### src/rtl/mpei_spi_slave_regif.sv
// SPI mode-0 slave giving an external master read/write access to a bank of 8-bit registers.
// SPI pins are oversampled by clk_i; register 0 is a read-only ID.
//
// state | meaning
// IDLE  | CSn high, MISO tri-stated
// CMD   | shifting RW + 7-bit address (rises 1..8)
// DATA  | shifting data in on rises, register data out on falls (rises 9..16)
// DONE  | frame complete, further SCK edges ignored until CSn rises
module mpei_spi_slave_regif #(
    parameter int         NREGS  = 8,
    parameter logic [7:0] ID_VAL = 8'hA5
) (
    input  logic               clk_i,
    input  logic               rstn_i,
    input  logic               spi_sck_i,
    input  logic               spi_mosi_i,
    input  logic               spi_csn_i,
    output logic               spi_miso_o,
    output logic               spi_misooen_o,
    output logic [NREGS*8-1:0] regs_o,
    output logic               wr_stb_o,
    output logic [6:0]         wr_addr_o,
    output logic [7:0]         wr_data_o,
    output logic               frame_err_o,
    output logic               busy_o
);

    localparam int AW = $clog2(NREGS);

    typedef enum logic [1:0] {IDLE, CMD, DATA, DONE} state_t;

    state_t      state_q, state_nx;
    logic [1:0]  sck_sync, mosi_sync, csn_sync;
    logic        sck_q;
    logic        sck_s, mosi_s, csn_s;
    logic        sck_rise, sck_fall;
    logic [3:0]  bit_cnt;
    logic [6:0]  rx_sr;
    logic [7:0]  tx_sr;
    logic        rw_q;
    logic [6:0]  addr_q;
    logic [7:0]  regs_q [NREGS];

    logic        shift_rx, latch_cmd, commit, abort, shift_tx;
    logic [7:0]  rx_byte;
    logic [6:0]  cmd_addr;
    logic        cmd_addr_ok, addr_q_ok;

    assign sck_s    = sck_sync[1];
    assign mosi_s   = mosi_sync[1];
    assign csn_s    = csn_sync[1];
    assign sck_rise = sck_s & ~sck_q;
    assign sck_fall = ~sck_s & sck_q;

    // Byte as it will look once the current MOSI bit is shifted in.
    assign rx_byte     = {rx_sr, mosi_s};
    assign cmd_addr    = rx_byte[6:0];
    assign cmd_addr_ok = ({1'b0, cmd_addr} < 8'(NREGS));
    assign addr_q_ok   = ({1'b0, addr_q} < 8'(NREGS));

    always_ff @(posedge clk_i or negedge rstn_i) begin
        if (!rstn_i) begin
            sck_sync  <= 2'b00;
            mosi_sync <= 2'b00;
            csn_sync  <= 2'b11;
            sck_q     <= 1'b0;
        end else begin
            sck_sync  <= {sck_sync[0], spi_sck_i};
            mosi_sync <= {mosi_sync[0], spi_mosi_i};
            csn_sync  <= {csn_sync[0], spi_csn_i};
            sck_q     <= sck_s;
        end
    end

    // CSn high wins over any SCK edge seen in the same cycle.
    always_comb begin
        state_nx  = state_q;
        shift_rx  = 1'b0;
        latch_cmd = 1'b0;
        commit    = 1'b0;
        abort     = 1'b0;
        shift_tx  = 1'b0;
        case (state_q)
            IDLE: begin
                if (!csn_s) state_nx = CMD;
            end
            CMD: begin
                if (csn_s) begin
                    state_nx = IDLE;
                    abort    = 1'b1;
                end else if (sck_rise) begin
                    shift_rx = 1'b1;
                    if (bit_cnt == 4'd7) begin
                        latch_cmd = 1'b1;
                        state_nx  = DATA;
                    end
                end
            end
            DATA: begin
                if (csn_s) begin
                    state_nx = IDLE;
                    abort    = 1'b1;
                end else begin
                    if (sck_rise) begin
                        shift_rx = 1'b1;
                        if (bit_cnt == 4'd15) begin
                            commit   = 1'b1;
                            state_nx = DONE;
                        end
                    end
                    if (sck_fall) shift_tx = 1'b1;
                end
            end
            DONE: begin
                if (csn_s) state_nx = IDLE;
            end
            default: state_nx = IDLE;
        endcase
    end

    always_ff @(posedge clk_i or negedge rstn_i) begin
        if (!rstn_i) begin
            state_q       <= IDLE;
            bit_cnt       <= 4'd0;
            rx_sr         <= 7'd0;
            tx_sr         <= 8'd0;
            rw_q          <= 1'b0;
            addr_q        <= 7'd0;
            spi_miso_o    <= 1'b0;
            spi_misooen_o <= 1'b1;
            wr_stb_o      <= 1'b0;
            wr_addr_o     <= 7'd0;
            wr_data_o     <= 8'd0;
            frame_err_o   <= 1'b0;
            busy_o        <= 1'b0;
            for (int i = 0; i < NREGS; i++) regs_q[i] <= (i == 0) ? ID_VAL : 8'h00;
        end else begin
            state_q       <= state_nx;
            wr_stb_o      <= 1'b0;
            frame_err_o   <= 1'b0;
            busy_o        <= ~csn_s;
            spi_misooen_o <= (state_nx == IDLE);

            if (state_q == IDLE) bit_cnt <= 4'd0;

            if (shift_rx) begin
                rx_sr   <= rx_byte[6:0];
                bit_cnt <= bit_cnt + 4'd1;
            end

            if (latch_cmd) begin
                rw_q   <= rx_byte[7];
                addr_q <= cmd_addr;
                tx_sr  <= cmd_addr_ok ? regs_q[cmd_addr[AW-1:0]] : 8'h00;
            end

            if (shift_tx) begin
                spi_miso_o <= tx_sr[7];
                tx_sr      <= {tx_sr[6:0], 1'b0};
            end
            if (state_nx != DATA) spi_miso_o <= 1'b0;

            if (abort) frame_err_o <= 1'b1;

            if (commit) begin
                if (!addr_q_ok) begin
                    frame_err_o <= 1'b1;
                end else if (rw_q && (addr_q != 7'd0)) begin
                    regs_q[addr_q[AW-1:0]] <= rx_byte;
                    wr_stb_o               <= 1'b1;
                    wr_addr_o              <= addr_q;
                    wr_data_o              <= rx_byte;
                end
            end
        end
    end

    for (genvar g = 0; g < NREGS; g++) begin : g_flat
        assign regs_o[8*g +: 8] = regs_q[g];
    end

endmodule

### config.mk
export PLATFORM = sky130hd
export DESIGN_NAME = mpei_spi_slave_regif
export DESIGN_NICKNAME = d
export VERILOG_FILES = /design/src/rtl/mpei_spi_slave_regif.sv
export SDC_FILE = /design/constraint.sdc
export NUM_CORES = 1
export LEC_CHECK = 0
export CAP_MARGIN = 20
export CORE_MARGIN = 2
export CORE_UTILIZATION = 40
export DETAILED_ROUTE_END_ITERATION = 7
export PLACE_DENSITY_LB_ADDON = 0.15
export SLEW_MARGIN = 5
export SYNTH_ARGS = -nofsm -noshare
export SYNTH_HDL_FRONTEND = slang
export SYNTH_SLANG_ARGS = --single-unit
### constraint.sdc
create_clock -name clk_i -period 5.1 [get_ports clk_i]
set_input_delay 0.51 -clock clk_i [delete_from_list [all_inputs] [get_ports clk_i]]
set_output_delay 0.51 -clock clk_i [all_outputs]
set_load 0.005 [all_outputs]
==> results_dict.tcl, run 1 <==
set metrics [dict create \
    clkSinkCount 120 \
    die_h_um 118 \
    initial_core_util 0.410 \
    setup-violations-final 0 \
    swShare 0.253 \
    cts_root_buf "clkbuf_16" \
    clock_path_buffers 2 \
    antenna_found_initial 0 \
    hold_viol 0 \
    multi_input_comb_area_um2 1990 \
    areaGrowthSynthToFinish_pct 31.4 \
    fillCellCount 1085 \
    yosysUniqueCellTypes 42 \
    holdCritStartpoint "mosi_sync[0]$_DFF_PN0_" \
    core_um2 12600 \
    outcome "finished, final reports clean" \
    regArea_um2 3010 \
    cp-start-kind "register" \
    maxCapViolCount 0 \
    cts_tree "built" \
    drtIter0Drc 130 \
    die_area_um2 13900 \
    grt_pass1_vias 3520 \
    wire_per_inst_um 19.1 \
    path_clk_slew_ns 0.05 \
    port_buffers 88 \
    syn_avg_cell_area_um2 14.0 \
    drt_pre_antenna_iters 4 \
    worstHoldEndpoint "mosi_sync[1]$_DFF_PN0_" \
    ant_nets 0 \
    grtUsageTotal 0.189 \
    yosys.area.top_type "dfrtp_1" \
    holdPathStages 0 \
    worstMarginPinSlew_ns 0.842 \
    yosys_warnings 0 \
    ys_seq_area_frac 0.581 \
    drive_above_1_share 0.307 \
    critPathArrivalTime_ns 3.01 \
    ir_drop_mv 0.180 \
    fin_crit_sh 0.532 \
    timing.rr.start "state_q[0]$_DFF_PN0_" \
    htreeDepth 4 \
    reg2reg_to "regs_o[20]$_DFFE_PN0P_" \
    path_max_fanout 8 \
    holdWs_ns 0.351 \
    relSlewSlack 0.439 \
    power_switching_uw 650 \
    grt_max_degree 84 \
    fin_nets 459 \
    diodes 0 \
    fin_crit_ns 2.71 \
    vias_per_cell 5.19 \
    clkLatencyLatePin_ns 0.42 \
    comb_power_share 0.102 \
    vias 3293 \
    required_ns 5.39 \
    cellPowerDensity_nw_per_um2 377 \
    hold_path_class "reg -> reg" \
    final.setup.tns_ns 0 \
    die_w_um 118 \
    place.gp.congestion 0.849 \
    power_uw 2570 \
    p_leak_uw 0.00310 \
    finalMaxSlewViolations 0 \
    skew_ns 0.00761 \
    cell_internal_pwr_uw 1920 \
    grt_pass1_wl_um 19900 \
    drc 0 \
    synthCells 369 \
    netlist.area_leader.share 0.546 \
    rr_worst_depth 6 \
    synth-seq-cells 120 \
    dp_hpwl_um 7790 \
    rsz0062_at_grt "false" \
    io_pins 89 \
    rrSetupSlack_ns 2.39 \
    synthTopCellsByArea "dfrtp_1 (55%), mux2_2 (14%), mux4_2 (7.0%), dfstp_2 (3.6%), nand2_1 (3.3%)" \
    p_clk_frac 0.479 \
    final_core_util 0.539 \
    synthesis.area_um2 5180 \
    wl_um 12100 \
    rows 41 \
    synth_fp_nets 379 \
    path_class "reg -> reg" \
    fmax_ghz 0.368 \
    numCtsBuffers 17 \
    seqPwrFrac 0.419 \
    gr-total-overflow 0 \
    crit_path_end_kind "register" \
    cts_resized 0 \
]
[metal layers]
layer,routed length (um),share of wire,GRT usage,up-vias
met5,0,0,0,-
met4,235,0.019,0.0768,0
met3,585,0.048,0.0514,20
met2,5660,0.47,0.282,109
met1,5630,0.46,0.261,1683
li1,-,-,-,1481
[synth_stat cells]
| master | n |
|---|---|
| a2111oi_0 | 1 |
| a221o_1 | 1 |
| a22o_1 | 1 |
| a311o_1 | 1 |
| and2_1 | 1 |
| and4_1 | 1 |
| and4bb_2 | 1 |
| buf_1 | 3 |
| buf_2 | 3 |
| buf_4 | 1 |
| buf_6 | 3 |
| clkbuf_1 | 24 |
| dfrtp_1 | 113 |
| dfstp_2 | 7 |
| ha_1 | 5 |
| inv_1 | 5 |
| mux2_2 | 66 |
| mux2_4 | 8 |
| mux2i_1 | 9 |
| mux4_2 | 16 |
| nand2_1 | 46 |
| nand2b_1 | 1 |
| nand3_1 | 3 |
| nand3b_1 | 2 |
| nand4_1 | 1 |
| nor2_1 | 5 |
| nor2b_1 | 4 |
| nor3_1 | 4 |
| nor3_2 | 3 |
| nor3b_1 | 1 |
| nor4_1 | 2 |
| nor4_4 | 1 |
| o21ai_0 | 5 |
| o221ai_1 | 7 |
| o22ai_1 | 1 |
| o31ai_1 | 2 |
| or3_1 | 4 |
| or3_2 | 1 |
| or3b_4 | 1 |
| or4_1 | 2 |
| or4_4 | 2 |
| or4bb_1 | 1 |
[cell families after synthesis]
| logic type | after synthesis | synth area share |
|---|---|---|
| AOI/OAI and AO/OA | 19 | 0.0280 |
| adders and majority gates | 5 | 0.0121 |
| buffers and inverters | 39 | 0.0341 |
| DFF | 120 | 0.581 |
| muxes | 99 | 0.254 |
| and+or+nand+nor | 87 | 0.0908 |
[layout make-up]
class                      count  share of cell area
sequential                   120               0.443
multi-input combinational    210               0.293
timing repair buffer          95               0.141
clock buffer                  24              0.0723
tap                          172              0.0316
clock inverter                 8              0.0173
inverter                       5             0.00276
[registers in the layout (all words and copies together) (netlist names), 4 cells and up]
name	flops
bit_cnt	4
rx_sr	7
wr_addr_o	7
tx_sr	8
wr_data_o	8
addr_q	7
regs_o	64
[cell usage in the layout, fill, tap and decap left out, types with 2 or more instances in the layout]
cell	count
o221ai_1	7
mux4_2	16
nor3_2	3
mux2i_1	9
nor3_1	4
nor4_1	2
mux2_2	66
inv_1	5
nand3b_1	2
buf_4	5
dfstp_2	7
clkbuf_1	3
nand3_1	3
o21ai_0	5
ha_1	5
clkbuf_8	4
nor2_1	5
o31ai_1	2
clkinv_2	4
or3_1	4
dfrtp_1	113
nand2_1	46
bufinv_16	3
mux2_4	8
or4_4	2
or4_1	2
clkdlybuf4s50_1	87
clkbuf_16	17
nor2b_1	4
[worst max-delay path: stages (launching register included)]
cell and delay, ns:
dfrtp_1 0.41, inv_1 0.14, ha_1 0.26, nand2_1 0.13, or4_4 0.58, nor3_2 0.66
mux2_2 0.41
[per-stage QoR]
step           setup slack [ns]  instances  area [um^2]
2_1_floorplan              2.59        369         5180
3_3_place_gp               2.28        599         6150
3_5_place_dp               2.17        599         6150
4_1_cts                    2.14        631         6760
5_1_grt                    2.22        634         6800
6_report                   2.39        634         6800
[power groups by stage]
| stage | clock network (uW) | registers (uW) | logic (uW) |
|---|---|---|---|
| after CTS | 1250 | 1080 | 261 |
| after floorplan | 0 | 1020 | 212 |
| final | 1230 | 1080 | 260 |
| after global routing | 1300 | 1090 | 289 |
| after detailed placement | 0 | 1090 | 260 |
| after global placement | 0 | 1090 | 260 |
[worst max-delay path by stage]
stage | start | endpoint | slack, ns
2_1_floorplan | csn_sync[1]$_DFF_PN1_ | regs_o[40]$_DFFE_PN0P_ | 2.59
3_3_place_gp | addr_q[6]$_DFFE_PN0P_ | wr_data_o[0]$_DFFE_PN0P_ | 2.28
3_5_place_dp | addr_q[6]$_DFFE_PN0P_ | wr_addr_o[1]$_DFFE_PN0P_ | 2.17
4_1_cts | state_q[0]$_DFF_PN0_ | wr_addr_o[1]$_DFFE_PN0P_ | 2.14
5_1_grt | state_q[0]$_DFF_PN0_ | regs_o[51]$_DFFE_PN0P_ | 2.22
6_report | state_q[0]$_DFF_PN0_ | regs_o[20]$_DFFE_PN0P_ | 2.39
[timing repair]
action                    CTS  global route
hold endpoints to repair    0            12
hold buffers                0             1
buffers inserted            0             0
Power figures use the tool's default switching activity.
==> run 2, diff against run 1 <==
Clock period 5.1 ns to 2.6 ns, I/O delays scaled along.
==> results_dict.tcl, run 2 (synthesized netlist as in run 1, its figures left out) <==
set metrics [dict create \
    place.gp.congestion 0.804 \
    setup-violations-final 0 \
    cts_tree "built" \
    grt_pass1_wl_um 19400 \
    skew_ns 0.00882 \
    grt_pass1_vias 3383 \
    maxCapViolCount 0 \
    die_w_um 118 \
    dp_hpwl_um 7970 \
    critPathArrivalTime_ns 2.79 \
    diodes 0 \
    initial_core_util 0.410 \
    cts_root_buf "clkbuf_16" \
    fin_crit_ns 2.49 \
    finalMaxSlewViolations 0 \
    port_buffers 88 \
    outcome "finished, final reports clean" \
    postPlaceCellArea_um2 6210 \
    final.setup.tns_ns 0 \
    clkLatencyLatePin_ns 0.41 \
    required_ns 2.89 \
    relSlewSlack 0.412 \
    wl_um 12200 \
    cellPowerDensity_nw_per_um2 726 \
    hold_viol 0 \
    path_max_fanout 8 \
    worstMarginPinSlew_ns 0.881 \
    wire_per_inst_um 19.1 \
    path_class "reg -> reg" \
    fin_crit_sh 0.959 \
    grtUsageTotal 0.186 \
    power_uw 4950 \
    drc 0 \
    io_pins 89 \
    core_um2 12600 \
    crit_path_end_kind "register" \
    grt_max_degree 49 \
    fin_nets 464 \
    largest_register_ffs 64 \
    rows 41 \
    hold_path_class "in -> reg" \
    layout_commonest_cell "dfrtp_1" \
    cp-start-kind "register" \
    gr-total-overflow 0 \
    mostFrequentLayoutCells "dfrtp_1 (113), clkdlybuf4s50_1 (87), mux2_2 (66)" \
    antenna_found_initial 0 \
    p_leak_uw 0.00311 \
    ir_drop_mv 0.399 \
    vias_per_cell 5.16 \
    drt_pre_antenna_iters 4 \
    areaGrowthSynthToFinish_pct 31.6 \
    die_h_um 118 \
    vias 3281 \
    drive_above_1_share 0.315 \
    clock_path_buffers 2 \
    clkSinkCount 120 \
    ant_nets 0 \
    fmax_ghz 0.401 \
    path_clk_slew_ns 0.05 \
    fillCellCount 1123 \
    numCtsBuffers 17 \
    drtIter0Drc 180 \
    htreeDepth 4 \
    die_area_um2 13900 \
    post-route-cell-area_um2 6820 \
    rsz0062_at_grt "false" \
]
run 2: changes by cell type in the layout (fill, tap and decap cells not counted), moves of 2 or more:
cell,previous run,this run
or3_4,0,3
clkbuf_8,4,6
or3_1,4,1
clkinv_2,4,0
buf_4,5,11
run 2: path summary, 6_finish.rpt:
path | startpoint | to | slack [ns] | cells past startpoint
max | state_q[0]$_DFF_PN0_ | regs_o[41]$_DFFE_PN0P_ | 0.11 | 6
min | spi_csn_i | csn_sync[0]$_DFF_PN1_ | 0.26 | 1
max reg2reg | state_q[0]$_DFF_PN0_ | regs_o[41]$_DFFE_PN0P_ | 0.11 | 6
min reg2reg | sck_sync[0]$_DFF_PN0_ | sck_sync[1]$_DFF_PN0_ | 0.35 | 0
max in group asynchronous | rstn_i | regs_o[10]$_DFFE_PN0P_ | 1.38 | 3
min in group asynchronous | rstn_i | regs_o[36]$_DFFE_PN0P_ | 0.39 | 2
run 2: repair_timing:
| action | in CTS | in global routing |
|---|---|---|
| buffers inserted | 0 | 0 |
| endpoints found under the hold margin | 39 | 0 |
| hold buffers | 1 | 0 |
| resized for setup | 0 | 3 |
| setup endpoints to repair | 0 | 8 |
run 2: area by class of cell:
| class | count | area (um^2) | share of cell area |
|---|---|---|---|
| clock buffer | 27 | 523 | 0.0767 |
| clock inverter | 2 | 60.1 | 0.00881 |
| inverter | 5 | 18.8 | 0.00275 |
| multi-input combinational | 210 | 2010 | 0.294 |
| sequential | 120 | 3010 | 0.442 |
| tap | 172 | 215 | 0.0316 |
| timing repair buffer | 100 | 983 | 0.144 |
run 2: metrics by stage:
step | util | setup WS, ns | instances | hold slack, ns
detailed placement | 0.492 | 0.0872 | 606 | 0.303
global route | 0.540 | 0.0113 | 636 | 0.247
finish | 0.540 | 0.107 | 636 | 0.257
floorplan | - | 0.0947 | 369 | -0.0356
CTS | 0.539 | 0.0731 | 636 | 0.242
global placement | 0.492 | 0.151 | 606 | 0.305
run 2: power by group:
part / switching, uW / total (uW) / leakage [uW] / internal, uW
clock network: 770 / 2320 / 0.000286 / 1550
logic: 329 / 551 / 0.00120 / 223
registers: 137 / 2080 / 0.00163 / 1950
run 2: layer usage:
layer | share of wire | GRT usage | wire, um
met1 | 0.48 | 0.266 | 5840
met2 | 0.45 | 0.267 | 5520
met3 | 0.048 | 0.0494 | 585
met4 | 0.017 | 0.0798 | 211
met5 | 0 | 0 | 0
run 2: worst max-delay path, stage by stage, from the launching register on:
cell	delay, ns
dfrtp_1	0.39
inv_1	0.13
ha_1	0.25
nand2_1	0.13
or4_4	0.58
or4_4	0.56
mux2_4	0.34
==> run 3, diff against run 2 <==
Settings changed: ABC_AREA set to 1, HOLD_SLACK_MARGIN set to 0.06.
==> results_dict.tcl, run 3 <==
set metrics [dict create \
    critPathMaxStageDelay_ns 0.40 \
    mostFrequentLayoutCells "nand2_1 (307), dfrtp_1 (113), clkdlybuf4s50_1 (87)" \
    crit_top_cell "nand2_1" \
    synth_fp_nets 752 \
    ir_drop_mv 0.601 \
    cp_cell_sequence "inv_1 -> ha_1 -> nand2_1 -> nor2_4 -> nand2_4 -> nor2_8 -> nand3_1 -> nand2_1 -> nand2_1" \
    wl_um 16200 \
    numCtsBuffers 17 \
    crit_slowest_cell "dfrtp_1" \
    yosys.area.top_type "dfrtp_1" \
    io_pins 89 \
    grt_pass1_vias 4799 \
    drt_pre_antenna_iters 5 \
    cp-startpoint "state_q[0]$_DFF_PN0_" \
    final.setup.tns_ns 0 \
    timing.rr.start "state_q[0]$_DFF_PN0_" \
    cts_tree "built" \
    ant_nets 0 \
    ys_seq_area_frac 0.522 \
    finalMaxSlewViolations 0 \
    crit_buf_inv 1 \
    synthCells 742 \
    relSlewSlack 0.554 \
    clkLatencyLatePin_ns 0.41 \
    htreeDepth 4 \
    fmax_ghz 0.480 \
    crit_cells 9 \
    cellPowerDensity_nw_per_um2 728 \
    setup-violations-final 0 \
    synthTopCellsByArea "dfrtp_1 (49%), nand2_1 (20%), nand4_1 (6.4%), inv_1 (5.3%), nand3_1 (3.5%)" \
    diodes 0 \
    yosys_warnings 0 \
    netlist.area_leader.share 0.490 \
    clock_path_buffers 2 \
    path_clk_slew_ns 0.06 \
    yosysUniqueCellTypes 25 \
    grt_pass1_wl_um 25500 \
    rsz0062_at_grt "false" \
    cts_root_buf "clkbuf_16" \
    p_leak_uw 0.00370 \
    path_class "reg -> reg" \
    postPlaceCellArea_um2 6760 \
    clkSinkCount 120 \
    synth_most_common_cell "nand2_1" \
    reg2reg_to "regs_o[18]$_DFFE_PN0P_" \
    grtUsageTotal 0.220 \
    async_flop_share 1.00 \
    drc 0 \
    layout_commonest_cell "nand2_1" \
    port_buffers 88 \
    fin_nets 829 \
    syn_avg_cell_area_um2 7.78 \
    vias 5061 \
    synthesis.area_um2 5770 \
    skew_ns 0.00954 \
    cp_top_family "simple AND/OR/NAND/NOR gates" \
    synth_ff_type "dfrtp_1" \
    post-route-cell-area_um2 7420 \
    cp-start-kind "register" \
    worstMarginPinSlew_ns 0.670 \
    rows 43 \
    rrSetupSlack_ns 0.52 \
    cts_hold_buffers 1 \
    gr-total-overflow 0 \
    drive_above_1_share 0.0769 \
    power_uw 5400 \
    dp_hpwl_um 10900 \
    antenna_found_initial 0 \
    die_w_um 124 \
    fin_crit_ns 2.08 \
    grt_max_degree 121 \
    areaGrowthSynthToFinish_pct 28.4 \
    crit_path_end_kind "register" \
    outcome "finished, final reports clean" \
    initial_core_util 0.413 \
    fillCellCount 1373 \
    largest_register_ffs 64 \
    place.gp.congestion 0.878 \
    synth_common_cells "nand2_1 (307), dfrtp_1 (113), inv_1 (81)" \
    die_h_um 124 \
    die_area_um2 15400 \
    required_ns 2.90 \
    fin_crit_sh 0.802 \
    wire_per_inst_um 16.0 \
    synth-seq-cells 120 \
    core_um2 14000 \
    hold_viol 0 \
    drtIter0Drc 469 \
    cts_resized 0 \
    maxCapViolCount 0 \
    vias_per_cell 5.00 \
    path_max_fanout 25 \
    critPathArrivalTime_ns 2.38 \
    rr_worst_depth 9 \
    postCtsSetupBuffers 0 \
    cp-endpoint "regs_o[18]$_DFFE_PN0P_" \
    synth_edf_count 0 \
    hold_path_class "in -> reg" \
]
run 3: cell count changes after synthesis, sizes merged, moves of 16 or more:
cell	before	now
inv	5	81
mux2	74	0
mux4	16	0
nand2	46	309
nand3	3	40
nand4	1	59
nor2	5	36
o21ai	5	39
run 3: metrics by stage:
stage | util | worst slack, ns | std cells | hold slack [ns]
floorplan | - | 1.03 | 742 | -0.0356
global placement | 0.483 | 0.632 | 979 | 0.338
detailed placement | 0.483 | 0.551 | 979 | 0.346
CTS | 0.530 | 0.513 | 1012 | 0.252
global route | 0.530 | 0.339 | 1012 | 0.259
finish | 0.530 | 0.516 | 1012 | 0.273
run 3: area by class of cell:
type	instances	area, um^2	share of cell area
repair buffers	104	1010	0.137
clock inverters	7	138	0.0186
inverters	84	315	0.0425
multi-input cells	492	2210	0.298
flip-flops and latches	120	3010	0.406
clock buffers	25	505	0.0682
well taps	180	225	0.0304
run 3: cells by family (layout without fill, tap and decap cells):
logic type               Yosys count  in the layout  synth area share
AND/OR/NAND/NOR                  445            445             0.334
XOR/XNOR                           1              1           0.00152
buffers and inverters            130            220            0.0962
AO/OA/AOI/OAI                     41             41            0.0360
flip-flops                       120            120             0.522
adder cells (fa/ha/maj)            5              5            0.0108
run 3: how the worst min path moves through the flow:
stage	start	endpoint	slack, ns	depth (start not counted)
CTS	spi_csn_i	csn_sync[0]$_DFF_PN1_	0.25	1
global route	spi_csn_i	csn_sync[0]$_DFF_PN1_	0.26	1
finish	spi_csn_i	csn_sync[0]$_DFF_PN1_	0.27	1
detailed placement	sck_sync[0]$_DFF_PN0_	sck_sync[1]$_DFF_PN0_	0.35	0
global placement	mosi_sync[0]$_DFF_PN0_	mosi_sync[1]$_DFF_PN0_	0.34	0
floorplan	rstn_i	addr_q[0]$_DFFE_PN0P_	-0.04	0
run 3: metal layers:
| metal | share of wire | wire (um) | global-route usage |
|---|---|---|---|
| met2 | 0.49 | 7890 | 0.352 |
| met5 | 0 | 0 | 0 |
| met1 | 0.45 | 7220 | 0.300 |
| met3 | 0.052 | 846 | 0.0536 |
| met4 | 0.014 | 224 | 0.0618 |
run 3: power by group:
part           switching, uW  total [uW]  internal [uW]
Clock                    825        2550           1730
Sequential               169        2130           1960
Combinational            507         710            203
